==> src/rtl/st_packet_channel_arbiter_pkg.sv <==
// Shared types and helpers for the packet channel arbiter.
// State encoding, default widths and index-width helper.
package st_packet_channel_arbiter_pkg;

  typedef enum logic {
    IDLE = 1'b0,
    BUSY = 1'b1
  } state_t;

  localparam int DEF_DATA_W    = 8;
  localparam int DEF_CHANNEL_W = 8;

  function automatic int idx_width(input int n);
    return (n <= 2) ? 1 : $clog2(n);
  endfunction

endpackage

==> src/rtl/st_packet_channel_arbiter_rr_arbiter.sv <==
// Combinational round-robin picker.
// Searches from last_grant+1, wrapping modulo NUM_IN.
module rr_arbiter
  import st_packet_channel_arbiter_pkg::*;
#(
  parameter int NUM_IN = 4,
  parameter int IDX_W  = idx_width(NUM_IN)
) (
  input  logic [NUM_IN-1:0] req,
  input  logic [IDX_W-1:0]  last_grant,
  output logic [IDX_W-1:0]  grant_idx,
  output logic              any_req
);

  int               j;
  logic [IDX_W-1:0] jj;

  always_comb begin
    grant_idx = '0;
    any_req   = 1'b0;
    j         = 0;
    jj        = '0;
    for (int i = 0; i < NUM_IN; i++) begin
      j = int'(last_grant) + 1 + i;
      if (j >= NUM_IN) j = j - NUM_IN;
      jj = IDX_W'(j);
      if (!any_req && req[jj]) begin
        any_req   = 1'b1;
        grant_idx = jj;
      end
    end
  end

endmodule

==> src/rtl/st_packet_channel_arbiter.sv <==
// Packet-atomic round-robin arbiter merging NUM_IN
// Avalon-ST byte streams into one channel-tagged stream.
module st_packet_channel_arbiter
  import st_packet_channel_arbiter_pkg::*;
#(
  parameter int NUM_IN    = 4,
  parameter int DATA_W    = DEF_DATA_W,
  parameter int CHANNEL_W = DEF_CHANNEL_W
) (
  input  logic                     clk,
  input  logic                     reset,
  input  logic [NUM_IN-1:0]        in_valid,
  output logic [NUM_IN-1:0]        in_ready,
  input  logic [NUM_IN*DATA_W-1:0] in_data,
  input  logic [NUM_IN-1:0]        in_startofpacket,
  input  logic [NUM_IN-1:0]        in_endofpacket,
  input  logic                     out_ready,
  output logic                     out_valid,
  output logic [DATA_W-1:0]        out_data,
  output logic                     out_startofpacket,
  output logic                     out_endofpacket,
  output logic [CHANNEL_W-1:0]     out_channel,
  output logic                     busy,
  output logic                     sop_err
);

  localparam int IDX_W = idx_width(NUM_IN);

  state_t           state;
  state_t           state_nx;
  logic [IDX_W-1:0] grant;
  logic [IDX_W-1:0] last_grant;
  logic [IDX_W-1:0] arb_idx;
  logic             any_req;
  logic             load_en;
  logic             accept;
  logic             first_beat;
  logic [DATA_W-1:0] sel_data;
  logic             sel_sop;
  logic             sel_eop;

  assign load_en  = out_ready | ~out_valid;
  assign sel_data = in_data[grant*DATA_W +: DATA_W];
  assign sel_sop  = in_startofpacket[grant];
  assign sel_eop  = in_endofpacket[grant];
  assign accept   = (state == BUSY) & in_valid[grant] & load_en;

  rr_arbiter #(
    .NUM_IN (NUM_IN),
    .IDX_W  (IDX_W)
  ) u_arb (
    .req        (in_valid),
    .last_grant (last_grant),
    .grant_idx  (arb_idx),
    .any_req    (any_req)
  );

  always_ff @(posedge clk) begin
    if (reset) state <= IDLE;
    else       state <= state_nx;
  end

  always_comb begin
    state_nx = state;
    unique case (state)
      IDLE:    if (any_req) state_nx = BUSY;
      BUSY:    if (accept && sel_eop) state_nx = IDLE;
      default: state_nx = IDLE;
    endcase
  end

  always_comb begin
    in_ready = '0;
    busy     = (state == BUSY);
    if (state == BUSY) in_ready[grant] = load_en;
  end

  always_ff @(posedge clk) begin
    if (reset) begin
      grant      <= '0;
      last_grant <= IDX_W'(NUM_IN - 1);
      first_beat <= 1'b0;
    end else if (state == IDLE && any_req) begin
      grant      <= arb_idx;
      last_grant <= arb_idx;
      first_beat <= 1'b1;
    end else if (accept) begin
      first_beat <= 1'b0;
    end
  end

  // sop_err flags a missing sop on the first beat or a stray sop later
  always_ff @(posedge clk) begin
    if (reset) begin
      out_valid         <= 1'b0;
      out_data          <= '0;
      out_startofpacket <= 1'b0;
      out_endofpacket   <= 1'b0;
      out_channel       <= '0;
      sop_err           <= 1'b0;
    end else begin
      sop_err <= 1'b0;
      if (load_en) begin
        out_valid <= accept;
        if (accept) begin
          out_data          <= sel_data;
          out_startofpacket <= sel_sop;
          out_endofpacket   <= sel_eop;
          out_channel       <= CHANNEL_W'(grant);
        end
      end
      if (accept) sop_err <= first_beat ? ~sel_sop : sel_sop;
    end
  end

endmodule

==> config.mk <==
export PLATFORM = sky130hd
export DESIGN_NAME = st_packet_channel_arbiter
export DESIGN_NICKNAME = d
export VERILOG_FILES = /design/src/rtl/st_packet_channel_arbiter_pkg.sv /design/src/rtl/st_packet_channel_arbiter_rr_arbiter.sv /design/src/rtl/st_packet_channel_arbiter.sv
export SDC_FILE = /design/constraint.sdc
export NUM_CORES = 1
export LEC_CHECK = 0
export BUFFER_PORTS_ARGS = -buffer_cell sky130_fd_sc_hd__buf_4
export CAP_MARGIN = 40
export CORE_UTILIZATION = 46
export DETAILED_ROUTE_END_ITERATION = 10
export PLACE_DENSITY = 0.8
export RECOVER_POWER = 50
export SYNTH_ARGS = -nofsm -noshare
export SYNTH_HDL_FRONTEND = slang
export SYNTH_SLANG_ARGS = --single-unit
==> constraint.sdc <==
create_clock -name clk -period 3.1 [get_ports clk]
set_clock_uncertainty 0.1 [all_clocks]
set_input_delay 0.62 -clock clk [delete_from_list [all_inputs] [get_ports clk]]
set_output_delay 0.62 -clock clk [all_outputs]
set_load 0.01 [all_outputs]
==> metrics.txt <==
# TYPE chip_impl_metric gauge
chip_impl_metric{name="placedInstanceArea",unit="um^2"} 1680
chip_impl_metric{name="period_needed",unit="ns"} 2.26
chip_impl_metric{name="max_slew_margin",unit="%"} 47.4
chip_impl_metric{name="multiInputGateArea",unit="um^2"} 723
chip_impl_metric{name="boundaryPins",unit=""} 72
chip_impl_info{name="cts_tree",value="done"} 1
chip_impl_metric{name="first_global_vias",unit=""} 938
chip_impl_metric{name="grtUsageTotal",unit="%"} 19.1
chip_impl_metric{name="synth.lib_cells_used.distinct",unit=""} 37
chip_impl_metric{name="floorplan.die.width",unit="um"} 53.8
chip_impl_metric{name="cap_violations",unit=""} 0
chip_impl_metric{name="syn_inst_count",unit=""} 121
chip_impl_metric{name="numCtsBuffers",unit=""} 3
chip_impl_metric{name="clockBufferDepth",unit=""} 2
chip_impl_metric{name="irDropWorstVdd",unit="mV"} 0.247
chip_impl_metric{name="synthesis_to_layout_area_growth",unit="%"} 33.9
chip_impl_metric{name="final_nets",unit=""} 230
chip_impl_info{name="timing.setup.critical_path_class",value="reg2reg"} 1
chip_impl_metric{name="worst-slew-pin-transition",unit="ns"} 0.787
chip_impl_metric{name="worst_skew_pair.late_latency",unit="ns"} 0.29
chip_impl_metric{name="floorplan.die_area",unit="um^2"} 2890
chip_impl_metric{name="firstDrtPassIters",unit=""} 4
chip_impl_info{name="worstSetupStartpointType",value="register"} 1
chip_impl_metric{name="route.antenna.remaining_nets",unit=""} 0
chip_impl_metric{name="finalWeightedCongestion",unit=""} 0.832
chip_impl_metric{name="postSynthRegisterBits",unit=""} 20
chip_impl_metric{name="final_min_period_over_clock_period",unit="%"} 72.9
chip_impl_metric{name="cts-hold-fix-buffers",unit=""} 0
chip_impl_info{name="final_common_cell",value="sky130_fd_sc_hd__buf_4"} 1
chip_impl_metric{name="arrival",unit="ns"} 2.35
chip_impl_info{name="cts_root_buf",value="sky130_fd_sc_hd__clkbuf_4"} 1
chip_impl_metric{name="fmax",unit="GHz"} 0.443
chip_impl_info{name="final_cell_mix",value="sky130_fd_sc_hd__buf_4, sky130_fd_sc_hd__dfxtp_1, sky130_fd_sc_hd__nor2_1, sky130_fd_sc_hd__clkbuf_1, sky130_fd_sc_hd__mux2i_1"} 1
chip_impl_metric{name="core_area",unit="um^2"} 2500
chip_impl_metric{name="power.static_leakage",unit="uW"} 0.000761
chip_impl_metric{name="dr.first_iter.drc_count",unit=""} 24
chip_impl_info{name="postSynth.topFlopCell",value="sky130_fd_sc_hd__dfxtp_1"} 1
chip_impl_metric{name="synth_edf_count",unit=""} 0
chip_impl_metric{name="postSynth.asyncResetShare",unit="%"} 0
chip_impl_metric{name="synth-warning-count",unit=""} 0
chip_impl_metric{name="final_instance_area",unit="um^2"} 1650
chip_impl_metric{name="power_per_cell_area",unit="nW/um^2"} 408
chip_impl_metric{name="drt_wl_total",unit="um"} 2840
chip_impl_metric{name="report.final.slew_viol_count",unit=""} 0
chip_impl_metric{name="post_route_cells_drive_above_1_share",unit="%"} 34.6
chip_impl_metric{name="synth_largest_type_area_fraction",unit="%"} 32.5
chip_impl_metric{name="die_outline_height",unit="um"} 53.8
chip_impl_metric{name="core_rows",unit=""} 18
chip_impl_metric{name="routed_via_density",unit=""} 5.40
chip_impl_metric{name="start_util",unit="%"} 49.3
chip_impl_metric{name="insertedDiodeCount",unit=""} 0
chip_impl_metric{name="detailroute.via_count",unit=""} 1144
chip_impl_info{name="hold_class",value="reg2reg"} 1
chip_impl_metric{name="numClockSinks",unit=""} 20
chip_impl_metric{name="sequential_cell_area",unit="um^2"} 400
chip_impl_info{name="rsz_0062_raised_after_global_routing",value="false"} 1
chip_impl_metric{name="part_of_the_yosys_area_used_for_sequential_elements",unit="%"} 32.5
chip_impl_metric{name="syn-cell-area",unit="um^2"} 1230
chip_impl_info{name="synth.top_cells.by_area",value="sky130_fd_sc_hd__dfxtp_1, sky130_fd_sc_hd__mux4_1, sky130_fd_sc_hd__mux4_2"} 1
chip_impl_metric{name="grt_antenna_before_repair",unit=""} 0
chip_impl_metric{name="required",unit="ns"} 3.19
chip_impl_metric{name="cts_post_setup_buffers_inserted",unit=""} 0
chip_impl_metric{name="grt_pass1_wl",unit="um"} 3950
chip_impl_info{name="netlist.top_cell.by_area",value="sky130_fd_sc_hd__dfxtp_1"} 1
chip_impl_metric{name="fillers",unit=""} 211
chip_impl_metric{name="clkSlewWorstSetupHoldPaths",unit="ns"} 0.10
chip_impl_metric{name="grt.overflow.total",unit=""} 0
chip_impl_metric{name="avgSynthCellArea",unit="um^2"} 10.2
chip_impl_metric{name="cts_resized",unit=""} 0
chip_impl_metric{name="route.detailed.drc",unit=""} 0
chip_impl_metric{name="wl_per_cell",unit="um"} 13.4
chip_impl_metric{name="portBuffers",unit=""} 65
chip_impl_metric{name="fin_setup_tns",unit="ns"} 0
chip_impl_metric{name="report.final.hold_viol_count",unit=""} 0
chip_impl_metric{name="max_fanout_on_critical_path",unit=""} 15
chip_impl_metric{name="htree_num_levels",unit=""} 1
chip_impl_info{name="outcome",value="finished, final reports clean"} 1
chip_impl_info{name="end_kind",value="register"} 1
chip_impl_metric{name="place_hpwl",unit="um"} 2150
chip_impl_metric{name="finalSetupViolations",unit=""} 0
chip_impl_metric{name="grt_max_degree",unit=""} 21
==> state kept, by name (all words and copies together), names as in the netlist <==
name	flops
out_data	8
grant	2
last_grant	2
out_channel	2
busy	1
first_beat	1
out_endofpacket	1
out_startofpacket	1
out_valid	1
sop_err	1
==> synth_stat cells, types with 2 or more instances <==
master,n
sky130_fd_sc_hd__mux4_1,6
sky130_fd_sc_hd__clkbuf_1,4
sky130_fd_sc_hd__mux4_2,5
sky130_fd_sc_hd__dfxtp_1,20
sky130_fd_sc_hd__inv_1,4
sky130_fd_sc_hd__nand2_1,6
sky130_fd_sc_hd__mux2i_1,11
sky130_fd_sc_hd__nand2b_1,2
sky130_fd_sc_hd__nor3_1,5
sky130_fd_sc_hd__o21ai_0,4
sky130_fd_sc_hd__a21oi_1,8
sky130_fd_sc_hd__nor2_1,16
sky130_fd_sc_hd__buf_4,6
==> cell type report <==
type                    instances  share of cell area (%)
multi-input cells              88                    43.8
repair buffers                 66                    26.6
flip-flops and latches         20                    24.2
well taps                      30                    2.27
clock buffers                   4                    2.20
inverters                       4                   0.909
==> report_power, final <==
group | internal [uW] | switching (uW) | total [uW]
logic | 125 | 97.1 | 222
clock network | 71.6 | 72.0 | 144
registers | 282 | 26.1 | 308
==> metal layers <==
layer | routed length (um) | track usage (%) | vias up
li1 | - | - | 560
met1 | 1200 | 23.6 | 531
met2 | 1370 | 33.1 | 49
met3 | 242 | 3.39 | 4
met4 | 29 | 6.58 | 0
met5 | 0 | 0 | -
==> logic make-up (layout without fill, tap and decap cells) <==
kind of cell | count (synthesis) | after routing | share of synthesized area, %
xor gates and xnor gates | 1 | 1 | 0.710
DFF | 20 | 20 | 32.5
other | 1 | 6 | 0.304
and+or+nand+nor | 41 | 41 | 17.2
AOI/OAI and AO/OA | 18 | 18 | 9.03
muxes | 22 | 22 | 30.8
buffers and inverters | 18 | 74 | 9.43
==> critical path, stage by stage, from the launching register on <==
cell                      delay (ns)
sky130_fd_sc_hd__dfxtp_1        0.70
sky130_fd_sc_hd__mux4_2         0.36
sky130_fd_sc_hd__nand3_1        0.57
sky130_fd_sc_hd__mux2i_1        0.37
sky130_fd_sc_hd__nor2_1         0.06
==> path summary, 6_finish.rpt <==
kind,depth (start not counted),from,slack (ns),end
setup / recovery,4,grant[1]$_SDFFE_PP0P_,0.84,out_data[0]$_SDFFE_PP0P_
hold / removal,2,out_endofpacket$_SDFFE_PP0P_,0.36,out_endofpacket$_SDFFE_PP0P_
setup reg to reg,4,grant[1]$_SDFFE_PP0P_,0.84,out_data[0]$_SDFFE_PP0P_
hold reg to reg,2,out_endofpacket$_SDFFE_PP0P_,0.36,out_endofpacket$_SDFFE_PP0P_
==> per-stage QoR <==
step                hold slack [ns]  utilization (%)  setup WS, ns  cells  power, uW
floorplan                     0.378                -          1.10    126        466
global placement              0.346             67.4          1.04    208        546
detailed placement            0.349             67.4          1.03    208        552
CTS                           0.363             68.8         0.882    212        695
global route                  0.387             66.1         0.695    212        716
finish                        0.361             66.1         0.841    212        674
(Power assumes the default switching activity.)
